--- src/rtl/dram_axi_burst_master_if.sv ---
// AXI4 bus between dram_axi_burst_master and the MIG s_axi slave port.
// Channel signal names follow the MIG s_axi_* naming so the wiring at the top level is obvious.
interface dram_axi_burst_master_if #(
    parameter int AW  = 29,
    parameter int DW  = 128,
    parameter int MW  = 16,
    parameter int IDW = 4
);
    logic [IDW-1:0] s_axi_awid;
    logic [AW-1:0]  s_axi_awaddr;
    logic [7:0]     s_axi_awlen;
    logic [2:0]     s_axi_awsize;
    logic [1:0]     s_axi_awburst;
    logic           s_axi_awlock;
    logic [3:0]     s_axi_awcache;
    logic [2:0]     s_axi_awprot;
    logic [3:0]     s_axi_awqos;
    logic           s_axi_awvalid;
    logic           s_axi_awready;

    logic [DW-1:0]  s_axi_wdata;
    logic [MW-1:0]  s_axi_wstrb;
    logic           s_axi_wlast;
    logic           s_axi_wvalid;
    logic           s_axi_wready;

    logic [IDW-1:0] s_axi_bid;
    logic [1:0]     s_axi_bresp;
    logic           s_axi_bvalid;
    logic           s_axi_bready;

    logic [IDW-1:0] s_axi_arid;
    logic [AW-1:0]  s_axi_araddr;
    logic [7:0]     s_axi_arlen;
    logic [2:0]     s_axi_arsize;
    logic [1:0]     s_axi_arburst;
    logic           s_axi_arlock;
    logic [3:0]     s_axi_arcache;
    logic [2:0]     s_axi_arprot;
    logic [3:0]     s_axi_arqos;
    logic           s_axi_arvalid;
    logic           s_axi_arready;

    logic [IDW-1:0] s_axi_rid;
    logic [DW-1:0]  s_axi_rdata;
    logic [1:0]     s_axi_rresp;
    logic           s_axi_rlast;
    logic           s_axi_rvalid;
    logic           s_axi_rready;

    modport master (
        output s_axi_awid, s_axi_awaddr, s_axi_awlen, s_axi_awsize, s_axi_awburst,
               s_axi_awlock, s_axi_awcache, s_axi_awprot, s_axi_awqos, s_axi_awvalid,
        input  s_axi_awready,
        output s_axi_wdata, s_axi_wstrb, s_axi_wlast, s_axi_wvalid,
        input  s_axi_wready,
        input  s_axi_bid, s_axi_bresp, s_axi_bvalid,
        output s_axi_bready,
        output s_axi_arid, s_axi_araddr, s_axi_arlen, s_axi_arsize, s_axi_arburst,
               s_axi_arlock, s_axi_arcache, s_axi_arprot, s_axi_arqos, s_axi_arvalid,
        input  s_axi_arready,
        input  s_axi_rid, s_axi_rdata, s_axi_rresp, s_axi_rlast, s_axi_rvalid,
        output s_axi_rready
    );

    modport slave (
        input  s_axi_awid, s_axi_awaddr, s_axi_awlen, s_axi_awsize, s_axi_awburst,
               s_axi_awlock, s_axi_awcache, s_axi_awprot, s_axi_awqos, s_axi_awvalid,
        output s_axi_awready,
        input  s_axi_wdata, s_axi_wstrb, s_axi_wlast, s_axi_wvalid,
        output s_axi_wready,
        output s_axi_bid, s_axi_bresp, s_axi_bvalid,
        input  s_axi_bready,
        input  s_axi_arid, s_axi_araddr, s_axi_arlen, s_axi_arsize, s_axi_arburst,
               s_axi_arlock, s_axi_arcache, s_axi_arprot, s_axi_arqos, s_axi_arvalid,
        output s_axi_arready,
        output s_axi_rid, s_axi_rdata, s_axi_rresp, s_axi_rlast, s_axi_rvalid,
        input  s_axi_rready
    );
endinterface

--- src/rtl/dram_axi_burst_master.sv ---
// Core-side request port to AXI4 INCR burst master (1..MAX_BURST beats) toward the MIG s_axi slave.
// Optional DRAM_AXI_RD_BACKPRESSURE_EN: read beats are accepted only while i_rd_ready is high.
module dram_axi_burst_master #(
    parameter int APP_ADDR_WIDTH = 28,
    parameter int APP_DATA_WIDTH = 128,
    parameter int APP_MASK_WIDTH = 16,
    parameter int ADDR_LSB       = 1,
    parameter int AXI_ID_WIDTH   = 4,
    parameter int MAX_BURST      = 16
) (
    input  logic                      ui_clk,
    input  logic                      ui_rst,
    input  logic                      init_calib_complete,
    output logic                      o_init_calib_complete,
    input  logic                      i_rd_en,
    input  logic                      i_wr_en,
    input  logic [APP_ADDR_WIDTH-1:0] i_addr,
    input  logic [7:0]                i_len,
    output logic                      o_ready,
    input  logic [APP_DATA_WIDTH-1:0] i_wdata,
    input  logic [APP_MASK_WIDTH-1:0] i_mask,
    input  logic                      i_wvalid,
    output logic                      o_wready,
    output logic [APP_DATA_WIDTH-1:0] o_data,
    output logic                      o_data_valid,
    output logic                      o_data_last,
    input  logic                      i_rd_ready,
    output logic                      o_wr_done,
    output logic                      o_err,
    dram_axi_burst_master_if.master   axi
);
    localparam int AXI_AW = APP_ADDR_WIDTH + ADDR_LSB;
    localparam logic [7:0] LEN_MAX = 8'(MAX_BURST - 1);
    localparam logic [2:0] AXI_SIZE = 3'($clog2(APP_MASK_WIDTH));

    typedef enum logic [2:0] {
        CALIB, IDLE, WR_ADDR, WR_DATA, WR_RESP, RD_ADDR, RD_DATA
    } state_t;

    state_t                    r_state, w_next;
    logic [APP_ADDR_WIDTH-1:0] r_addr;
    logic [7:0]                r_len;
    logic [7:0]                r_beat;
    logic                      r_rd_err;
    logic                      r_wr_done;
    logic                      r_err;

    logic [AXI_AW-1:0] w_axi_addr;
    logic [7:0]        w_len;
    logic              w_ready;
    logic              w_awvalid, w_arvalid;
    logic              w_wvalid, w_wlast, w_wready_out;
    logic              w_bready, w_rready;
    logic              w_w_hs, w_b_hs, w_r_hs;
    logic              w_rd_bad;
    logic              w_unused;

    // Out-of-range lengths are illegal input; clamp so the beat counter can never run away.
    assign w_len      = (i_len > LEN_MAX) ? LEN_MAX : i_len;
    assign w_axi_addr = AXI_AW'(r_addr) << ADDR_LSB;

    always_comb begin
        w_next       = r_state;
        w_ready      = 1'b0;
        w_awvalid    = 1'b0;
        w_arvalid    = 1'b0;
        w_wvalid     = 1'b0;
        w_wlast      = 1'b0;
        w_wready_out = 1'b0;
        w_bready     = 1'b0;
        w_rready     = 1'b0;
        w_w_hs       = 1'b0;
        w_b_hs       = 1'b0;
        w_r_hs       = 1'b0;
        unique case (r_state)
            CALIB: begin
                if (init_calib_complete) w_next = IDLE;
            end
            IDLE: begin
                w_ready = 1'b1;
                if (i_wr_en)      w_next = WR_ADDR;
                else if (i_rd_en) w_next = RD_ADDR;
            end
            WR_ADDR: begin
                w_awvalid = 1'b1;
                if (axi.s_axi_awready) w_next = WR_DATA;
            end
            WR_DATA: begin
                w_wvalid     = i_wvalid;
                w_wready_out = axi.s_axi_wready;
                w_wlast      = (r_beat == r_len);
                w_w_hs       = i_wvalid & axi.s_axi_wready;
                if (w_w_hs && w_wlast) w_next = WR_RESP;
            end
            WR_RESP: begin
                w_bready = 1'b1;
                w_b_hs   = axi.s_axi_bvalid;
                if (w_b_hs) w_next = IDLE;
            end
            RD_ADDR: begin
                w_arvalid = 1'b1;
                if (axi.s_axi_arready) w_next = RD_DATA;
            end
            RD_DATA: begin
`ifdef DRAM_AXI_RD_BACKPRESSURE_EN
                w_rready = i_rd_ready;
`else
                w_rready = 1'b1;
`endif
                w_r_hs = axi.s_axi_rvalid & w_rready;
                if (w_r_hs && axi.s_axi_rlast) w_next = IDLE;
            end
            default: w_next = CALIB;
        endcase
    end

    // Early or late RLAST, or any non-OKAY beat, is reported once when the burst closes.
    assign w_rd_bad = r_rd_err | (axi.s_axi_rresp != 2'b00) | (r_beat != r_len);

    always_ff @(posedge ui_clk) begin
        if (ui_rst) begin
            r_state   <= CALIB;
            r_addr    <= '0;
            r_len     <= '0;
            r_beat    <= '0;
            r_rd_err  <= 1'b0;
            r_wr_done <= 1'b0;
            r_err     <= 1'b0;
        end else begin
            r_state   <= w_next;
            r_wr_done <= w_b_hs;
            r_err     <= (w_b_hs && axi.s_axi_bresp != 2'b00) ||
                         (w_r_hs && axi.s_axi_rlast && w_rd_bad);
            if (r_state == IDLE) begin
                r_beat   <= '0;
                r_rd_err <= 1'b0;
                if (i_wr_en || i_rd_en) begin
                    r_addr <= i_addr;
                    r_len  <= w_len;
                end
            end else begin
                if (w_w_hs || w_r_hs) r_beat <= r_beat + 8'd1;
                if (w_r_hs && axi.s_axi_rresp != 2'b00) r_rd_err <= 1'b1;
            end
        end
    end

    assign o_init_calib_complete = init_calib_complete;
    assign o_ready      = w_ready;
    assign o_wready     = w_wready_out;
    assign o_data       = axi.s_axi_rdata;
    assign o_data_valid = w_r_hs;
    assign o_data_last  = w_r_hs & axi.s_axi_rlast;
    assign o_wr_done    = r_wr_done;
    assign o_err        = r_err;

    assign axi.s_axi_awid    = {AXI_ID_WIDTH{1'b0}};
    assign axi.s_axi_awaddr  = w_axi_addr;
    assign axi.s_axi_awlen   = r_len;
    assign axi.s_axi_awsize  = AXI_SIZE;
    assign axi.s_axi_awburst = 2'b01;
    assign axi.s_axi_awlock  = 1'b0;
    assign axi.s_axi_awcache = 4'd0;
    assign axi.s_axi_awprot  = 3'd0;
    assign axi.s_axi_awqos   = 4'd0;
    assign axi.s_axi_awvalid = w_awvalid;

    assign axi.s_axi_wdata   = i_wdata;
    assign axi.s_axi_wstrb   = ~i_mask;
    assign axi.s_axi_wlast   = w_wlast;
    assign axi.s_axi_wvalid  = w_wvalid;
    assign axi.s_axi_bready  = w_bready;

    assign axi.s_axi_arid    = {AXI_ID_WIDTH{1'b0}};
    assign axi.s_axi_araddr  = w_axi_addr;
    assign axi.s_axi_arlen   = r_len;
    assign axi.s_axi_arsize  = AXI_SIZE;
    assign axi.s_axi_arburst = 2'b01;
    assign axi.s_axi_arlock  = 1'b0;
    assign axi.s_axi_arcache = 4'd0;
    assign axi.s_axi_arprot  = 3'd0;
    assign axi.s_axi_arqos   = 4'd0;
    assign axi.s_axi_arvalid = w_arvalid;
    assign axi.s_axi_rready  = w_rready;

`ifdef DRAM_AXI_RD_BACKPRESSURE_EN
    assign w_unused = ^{axi.s_axi_bid, axi.s_axi_rid};
`else
    assign w_unused = ^{axi.s_axi_bid, axi.s_axi_rid, i_rd_ready};
`endif
endmodule

--- src/flat_wrapper.sv ---
// flat-port wrapper written by rule: the top's interface ports become plain ports
module dram_axi_burst_master_flat 
#(
    parameter int APP_ADDR_WIDTH = 28,
    parameter int APP_DATA_WIDTH = 128,
    parameter int APP_MASK_WIDTH = 16,
    parameter int ADDR_LSB       = 1,
    parameter int AXI_ID_WIDTH   = 4,
    parameter int MAX_BURST      = 16
)
  (ui_clk, ui_rst, init_calib_complete, o_init_calib_complete, i_rd_en, i_wr_en, i_addr, i_len, o_ready, i_wdata, i_mask, i_wvalid, o_wready, o_data, o_data_valid, o_data_last, i_rd_ready, o_wr_done, o_err, axi_s_axi_awid, axi_s_axi_awaddr, axi_s_axi_awlen, axi_s_axi_awsize, axi_s_axi_awburst, axi_s_axi_awlock, axi_s_axi_awcache, axi_s_axi_awprot, axi_s_axi_awqos, axi_s_axi_awvalid, axi_s_axi_awready, axi_s_axi_wdata, axi_s_axi_wstrb, axi_s_axi_wlast, axi_s_axi_wvalid, axi_s_axi_wready, axi_s_axi_bid, axi_s_axi_bresp, axi_s_axi_bvalid, axi_s_axi_bready, axi_s_axi_arid, axi_s_axi_araddr, axi_s_axi_arlen, axi_s_axi_arsize, axi_s_axi_arburst, axi_s_axi_arlock, axi_s_axi_arcache, axi_s_axi_arprot, axi_s_axi_arqos, axi_s_axi_arvalid, axi_s_axi_arready, axi_s_axi_rid, axi_s_axi_rdata, axi_s_axi_rresp, axi_s_axi_rlast, axi_s_axi_rvalid, axi_s_axi_rready);
  dram_axi_burst_master_if #(.AW(29), .DW(128), .MW(16), .IDW(4)) axi_i ();
  input  logic ui_clk;
  input  logic ui_rst;
  input  logic init_calib_complete;
  output logic o_init_calib_complete;
  input  logic i_rd_en;
  input  logic i_wr_en;
  input  logic [APP_ADDR_WIDTH-1:0] i_addr;
  input  logic [7:0] i_len;
  output logic o_ready;
  input  logic [APP_DATA_WIDTH-1:0] i_wdata;
  input  logic [APP_MASK_WIDTH-1:0] i_mask;
  input  logic i_wvalid;
  output logic o_wready;
  output logic [APP_DATA_WIDTH-1:0] o_data;
  output logic o_data_valid;
  output logic o_data_last;
  input  logic i_rd_ready;
  output logic o_wr_done;
  output logic o_err;
  output wire logic [$bits(axi_i.s_axi_awid)-1:0] axi_s_axi_awid;
  output wire logic [$bits(axi_i.s_axi_awaddr)-1:0] axi_s_axi_awaddr;
  output wire logic [$bits(axi_i.s_axi_awlen)-1:0] axi_s_axi_awlen;
  output wire logic [$bits(axi_i.s_axi_awsize)-1:0] axi_s_axi_awsize;
  output wire logic [$bits(axi_i.s_axi_awburst)-1:0] axi_s_axi_awburst;
  output wire logic [$bits(axi_i.s_axi_awlock)-1:0] axi_s_axi_awlock;
  output wire logic [$bits(axi_i.s_axi_awcache)-1:0] axi_s_axi_awcache;
  output wire logic [$bits(axi_i.s_axi_awprot)-1:0] axi_s_axi_awprot;
  output wire logic [$bits(axi_i.s_axi_awqos)-1:0] axi_s_axi_awqos;
  output wire logic [$bits(axi_i.s_axi_awvalid)-1:0] axi_s_axi_awvalid;
  input wire logic [$bits(axi_i.s_axi_awready)-1:0] axi_s_axi_awready;
  output wire logic [$bits(axi_i.s_axi_wdata)-1:0] axi_s_axi_wdata;
  output wire logic [$bits(axi_i.s_axi_wstrb)-1:0] axi_s_axi_wstrb;
  output wire logic [$bits(axi_i.s_axi_wlast)-1:0] axi_s_axi_wlast;
  output wire logic [$bits(axi_i.s_axi_wvalid)-1:0] axi_s_axi_wvalid;
  input wire logic [$bits(axi_i.s_axi_wready)-1:0] axi_s_axi_wready;
  input wire logic [$bits(axi_i.s_axi_bid)-1:0] axi_s_axi_bid;
  input wire logic [$bits(axi_i.s_axi_bresp)-1:0] axi_s_axi_bresp;
  input wire logic [$bits(axi_i.s_axi_bvalid)-1:0] axi_s_axi_bvalid;
  output wire logic [$bits(axi_i.s_axi_bready)-1:0] axi_s_axi_bready;
  output wire logic [$bits(axi_i.s_axi_arid)-1:0] axi_s_axi_arid;
  output wire logic [$bits(axi_i.s_axi_araddr)-1:0] axi_s_axi_araddr;
  output wire logic [$bits(axi_i.s_axi_arlen)-1:0] axi_s_axi_arlen;
  output wire logic [$bits(axi_i.s_axi_arsize)-1:0] axi_s_axi_arsize;
  output wire logic [$bits(axi_i.s_axi_arburst)-1:0] axi_s_axi_arburst;
  output wire logic [$bits(axi_i.s_axi_arlock)-1:0] axi_s_axi_arlock;
  output wire logic [$bits(axi_i.s_axi_arcache)-1:0] axi_s_axi_arcache;
  output wire logic [$bits(axi_i.s_axi_arprot)-1:0] axi_s_axi_arprot;
  output wire logic [$bits(axi_i.s_axi_arqos)-1:0] axi_s_axi_arqos;
  output wire logic [$bits(axi_i.s_axi_arvalid)-1:0] axi_s_axi_arvalid;
  input wire logic [$bits(axi_i.s_axi_arready)-1:0] axi_s_axi_arready;
  input wire logic [$bits(axi_i.s_axi_rid)-1:0] axi_s_axi_rid;
  input wire logic [$bits(axi_i.s_axi_rdata)-1:0] axi_s_axi_rdata;
  input wire logic [$bits(axi_i.s_axi_rresp)-1:0] axi_s_axi_rresp;
  input wire logic [$bits(axi_i.s_axi_rlast)-1:0] axi_s_axi_rlast;
  input wire logic [$bits(axi_i.s_axi_rvalid)-1:0] axi_s_axi_rvalid;
  output wire logic [$bits(axi_i.s_axi_rready)-1:0] axi_s_axi_rready;
  assign axi_s_axi_awid = axi_i.s_axi_awid;
  assign axi_s_axi_awaddr = axi_i.s_axi_awaddr;
  assign axi_s_axi_awlen = axi_i.s_axi_awlen;
  assign axi_s_axi_awsize = axi_i.s_axi_awsize;
  assign axi_s_axi_awburst = axi_i.s_axi_awburst;
  assign axi_s_axi_awlock = axi_i.s_axi_awlock;
  assign axi_s_axi_awcache = axi_i.s_axi_awcache;
  assign axi_s_axi_awprot = axi_i.s_axi_awprot;
  assign axi_s_axi_awqos = axi_i.s_axi_awqos;
  assign axi_s_axi_awvalid = axi_i.s_axi_awvalid;
  assign axi_i.s_axi_awready = axi_s_axi_awready;
  assign axi_s_axi_wdata = axi_i.s_axi_wdata;
  assign axi_s_axi_wstrb = axi_i.s_axi_wstrb;
  assign axi_s_axi_wlast = axi_i.s_axi_wlast;
  assign axi_s_axi_wvalid = axi_i.s_axi_wvalid;
  assign axi_i.s_axi_wready = axi_s_axi_wready;
  assign axi_i.s_axi_bid = axi_s_axi_bid;
  assign axi_i.s_axi_bresp = axi_s_axi_bresp;
  assign axi_i.s_axi_bvalid = axi_s_axi_bvalid;
  assign axi_s_axi_bready = axi_i.s_axi_bready;
  assign axi_s_axi_arid = axi_i.s_axi_arid;
  assign axi_s_axi_araddr = axi_i.s_axi_araddr;
  assign axi_s_axi_arlen = axi_i.s_axi_arlen;
  assign axi_s_axi_arsize = axi_i.s_axi_arsize;
  assign axi_s_axi_arburst = axi_i.s_axi_arburst;
  assign axi_s_axi_arlock = axi_i.s_axi_arlock;
  assign axi_s_axi_arcache = axi_i.s_axi_arcache;
  assign axi_s_axi_arprot = axi_i.s_axi_arprot;
  assign axi_s_axi_arqos = axi_i.s_axi_arqos;
  assign axi_s_axi_arvalid = axi_i.s_axi_arvalid;
  assign axi_i.s_axi_arready = axi_s_axi_arready;
  assign axi_i.s_axi_rid = axi_s_axi_rid;
  assign axi_i.s_axi_rdata = axi_s_axi_rdata;
  assign axi_i.s_axi_rresp = axi_s_axi_rresp;
  assign axi_i.s_axi_rlast = axi_s_axi_rlast;
  assign axi_i.s_axi_rvalid = axi_s_axi_rvalid;
  assign axi_s_axi_rready = axi_i.s_axi_rready;
  dram_axi_burst_master #(.APP_ADDR_WIDTH(APP_ADDR_WIDTH), .APP_DATA_WIDTH(APP_DATA_WIDTH), .APP_MASK_WIDTH(APP_MASK_WIDTH), .ADDR_LSB(ADDR_LSB), .AXI_ID_WIDTH(AXI_ID_WIDTH), .MAX_BURST(MAX_BURST)) u_core (.ui_clk(ui_clk), .ui_rst(ui_rst), .init_calib_complete(init_calib_complete), .o_init_calib_complete(o_init_calib_complete), .i_rd_en(i_rd_en), .i_wr_en(i_wr_en), .i_addr(i_addr), .i_len(i_len), .o_ready(o_ready), .i_wdata(i_wdata), .i_mask(i_mask), .i_wvalid(i_wvalid), .o_wready(o_wready), .o_data(o_data), .o_data_valid(o_data_valid), .o_data_last(o_data_last), .i_rd_ready(i_rd_ready), .o_wr_done(o_wr_done), .o_err(o_err), .axi(axi_i));
endmodule
--- config.mk ---
export PLATFORM = sky130hd
export DESIGN_NAME = dram_axi_burst_master_flat
export DESIGN_NICKNAME = d
export VERILOG_FILES = /design/src/rtl/dram_axi_burst_master_if.sv /design/src/rtl/dram_axi_burst_master.sv /design/src/flat_wrapper.sv
export SDC_FILE = /design/constraint.sdc
export NUM_CORES = 1
export LEC_CHECK = 0
export ABC_CLOCK_PERIOD_IN_PS = 2700
export BUFFER_PORTS_ARGS = -buffer_cell sky130_fd_sc_hd__clkbuf_2
export CORE_AREA = 2 2 282 284
export CTS_CLUSTER_SIZE = 14
export DETAILED_ROUTE_END_ITERATION = 10
export DIE_AREA = 0 0 284 286
export GPL_TIMING_DRIVEN = 0
export PLACE_DENSITY = 0.3
export SYNTH_ARGS = -nofsm -noshare
export SYNTH_HDL_FRONTEND = slang
export SYNTH_SLANG_ARGS = --single-unit
--- constraint.sdc ---
create_clock -name ui_clk -period 2.7 [get_ports ui_clk]
set_input_delay 0.135 -clock ui_clk [delete_from_list [all_inputs] [get_ports ui_clk]]
set_output_delay 0.135 -clock ui_clk [all_outputs]
set_load 0.02 [all_outputs]
==> reports/summary.json <==
{
  "grt_pass1_vias": 5102,
  "top_layer": "met4",
  "area_of_the_core_region_um2": 78400,
  "gp_congestion": 0.761,
  "netlist.top_cell.by_area": "sky130_fd_sc_hd__buf_4",
  "clock_tree.root_cell": "sky130_fd_sc_hd__clkbuf_16",
  "cp_capture_type": "primary output",
  "synth-seq-area-share_pct": 21.1,
  "synth.cells.most_frequent": "sky130_fd_sc_hd__buf_4 (337), sky130_fd_sc_hd__nand2_1 (64), sky130_fd_sc_hd__dfxtp_1 (50)",
  "flow.area_growth_from_synthesis_pct": 83.1,
  "route.detailed.drc": 0,
  "layout.nets": 1438,
  "grt-ovfl-total": 0,
  "grt_first_pass_wirelength_um": 32800,
  "worstHoldPathCells": 3,
  "worst-path-max-fanout": 4,
  "antenna_left": 0,
  "num_vias": 5270,
  "final.period_utilization_pct": 90.1,
  "worst_setup_path_start_kind": "flop",
  "worstSetupPathType": "reg -> out",
  "clk_pin_slew_worst_paths_ns": 0.12,
  "wl_met3_um": 1690,
  "synth_async_sr_flop_share_pct": 0,
  "grt_setup_unrepaired": "no",
  "yosysWarnings": 0,
  "cts_setup_buffers": 0,
  "grt_use_total_pct": 5.57,
  "power-per-cell-area_nw_per_um2": 411,
  "p_total_mw": 3.56,
  "syn_area_um2": 4730,
  "synth.area.top_cells": "sky130_fd_sc_hd__buf_4 (53%), sky130_fd_sc_hd__dfxtp_1 (21%), sky130_fd_sc_hd__nand2_1 (5.1%)",
  "nFillCells": 9150,
  "chipWidth_um": 284,
  "tritoncts_num_sinks": 50,
  "fp-row-count": 103,
  "syn_inst": 615,
  "yosysTopAreaCellShare_pct": 53.4,
  "final-seq-area_um2": 1000,
  "grt_start_max_net_pins": 19,
  "fin_tns_setup_ns": 0,
  "timing.max_cap.violations": 0,
  "tightestPinTransition_ns": 0.834,
  "outcome": "finished, final reports clean",
  "timing.final.crit_period_ns": 2.43,
  "cts_made_buffers": 5,
  "power.static_leakage_nw": 4.64,
  "detail_route.first_pass.iterations": 6,
  "clkLatencyLatePin_ns": 0.35,
  "tritoncts": "yes",
  "dr.first_iter.drc_count": 87,
  "avgRoutedWirePerCell_um": 11.3,
  "worst-endpoint-arrival_ns": 2.30,
  "max_slew_margin_pct": 44.4,
  "synthMostInstantiatedCell": "sky130_fd_sc_hd__buf_4",
  "placement.setup.worst_slack_ns": 0.438,
  "routed_wirelength_um": 24500,
  "ff2ff_path_depth": 6,
  "yosysUniqueCellTypes": 42,
  "hold_violations": 0,
  "finalSetupViolCount": 0,
  "max-clock-path-buffers": 2,
  "max-vdd-ir-drop_mv": 0.279,
  "yosys_most_used_dff": "sky130_fd_sc_hd__dfxtp_1",
  "initial_core_util_pct": 6.04,
  "finalHoldWorstSlack_ns": 0.0176,
  "worst_ep_required_time_ns": 2.57,
  "footprint_of_the_multi_input_gates_um2": 1220,
  "grt_antenna_before_repair": 3,
  "routed-wl-met2_um": 12200,
  "detail_placement_hpwl_um": 22100,
  "synth_area_per_cell_um2": 7.70,
  "hold_class": "in -> reg",
  "synth_enable_flop_cells": 0,
  "die-height_um": 286,
  "design.die.area_um2": 81200,
  "timing.fmax_mhz": 411,
  "viasPerCell": 2.44,
  "finalMaxSlewViolations": 0,
  "port_buffers": 423,
  "fin_ws_ns": 0.266,
  "m1WireLength_um": 9650,
  "cts_htree_levels": 2,
  "drive_gt1_share_pct": 70.9,
  "top_level_ports": 734,
  "skew_ns": 0.0447,
  "ys_ff_latch": 50
}
[metrics by stage]
| stage | utilization (%) | area (um^2) | instances |
|---|---|---|---|
| after floorplan | - | 4890 | 657 |
| after global placement | 10.6 | 8320 | 2130 |
| after detailed placement | 10.6 | 8320 | 2130 |
| after CTS | 11.0 | 8640 | 2155 |
| after global routing | 11.0 | 8650 | 2157 |
| final | 11.1 | 8670 | 2164 |
[critical path, cell delays in order (launching register included)]
cell,delay [ns]
sky130_fd_sc_hd__dfxtp_1,0.55
sky130_fd_sc_hd__xnor2_1,0.16
sky130_fd_sc_hd__nand4_1,0.44
sky130_fd_sc_hd__nor2_1,0.40
sky130_fd_sc_hd__and3_1,0.20
sky130_fd_sc_hd__clkbuf_2,0.18
[layout by cell type, fill, tap and decap left out, drive strengths merged, types with 2 or more instances in the layout]
cell type	count
a21oi	34
clkbuf	436
inv	23
nor2	12
nor2b	3
o211ai	2
conb	44
o21ai	7
nand2	64
nor4	2
xor2	2
diode	9
nand4	4
dlygate4sd3	17
nand2b	4
buf	343
dfxtp	50
mux2i	2
or3	5
nor3	4
nand3	5
xnor2	8
o31ai	3
o221a	4
and3	11
[what timing repair did]
| item | in CTS | in global routing |
|---|---|---|
| resized for setup | 0 | 0 |
| hold buffers | 17 | 0 |
| setup endpoints to repair | 0 | 0 |
| hold endpoints to repair | 17 | 0 |
[per-layer routing]
layer,track usage [%],vias up
li1,-,2563
met1,6.33,2324
met2,9.79,353
met3,1.31,30
met4,2.74,0
met5,0,-
[sequential cells by signal, summed over array words and instances (netlist names)]
signal,count
u_core.axi.s_axi_arlen,8
u_core.r_rd_err,1
u_core.r_addr,28
u_core.r_beat,8
u_core.r_state,3
u_core.o_err,1
u_core.o_wr_done,1
[worst paths after layout]
| kind | from | endpoint | slack [ns] |
|---|---|---|---|
| worst min-delay path | i_addr[15] | u_core.r_addr[15] | 0.02 |
| worst max register to register | u_core.r_state[1] | u_core.r_addr[17] | 0.54 |
| worst min register to register | u_core.r_rd_err | u_core.r_rd_err | 0.45 |
| worst max-delay path | u_core.axi.s_axi_arlen[1] | axi_s_axi_wlast | 0.27 |
[power by group]
part	internal (mW)	switching, mW
clock	0.358	0.438
sequential	0.816	0.0914
combinational	0.763	1.10
total	1.94	1.63
[cell families after synthesis]
| family | Yosys count | synth area share [%] |
|---|---|---|
| simple gates | 119 | 11.8 |
| flops | 50 | 21.1 |
| xor+xnor | 10 | 1.85 |
| compound gates | 58 | 7.80 |
| fa+ha+maj | 1 | 0.264 |
| other cells | 2 | 0.159 |
| buf+inv | 372 | 56.4 |
| mux | 3 | 0.661 |
[cell type report]
type                            instances  share of cell area (%)
Antenna cell                            9                   0.260
Multi-Input combinational cell        235                    14.1
Clock buffer                            5                    1.44
Inverter                               21                   0.909
Clock inverter                          3                   0.303
Buffer                                351                    29.9
Tap cell                             1050                    15.2
Sequential cell                        50                    11.5
Timing Repair Buffer                  440                    26.4
Power figures use the tool's default switching activity.
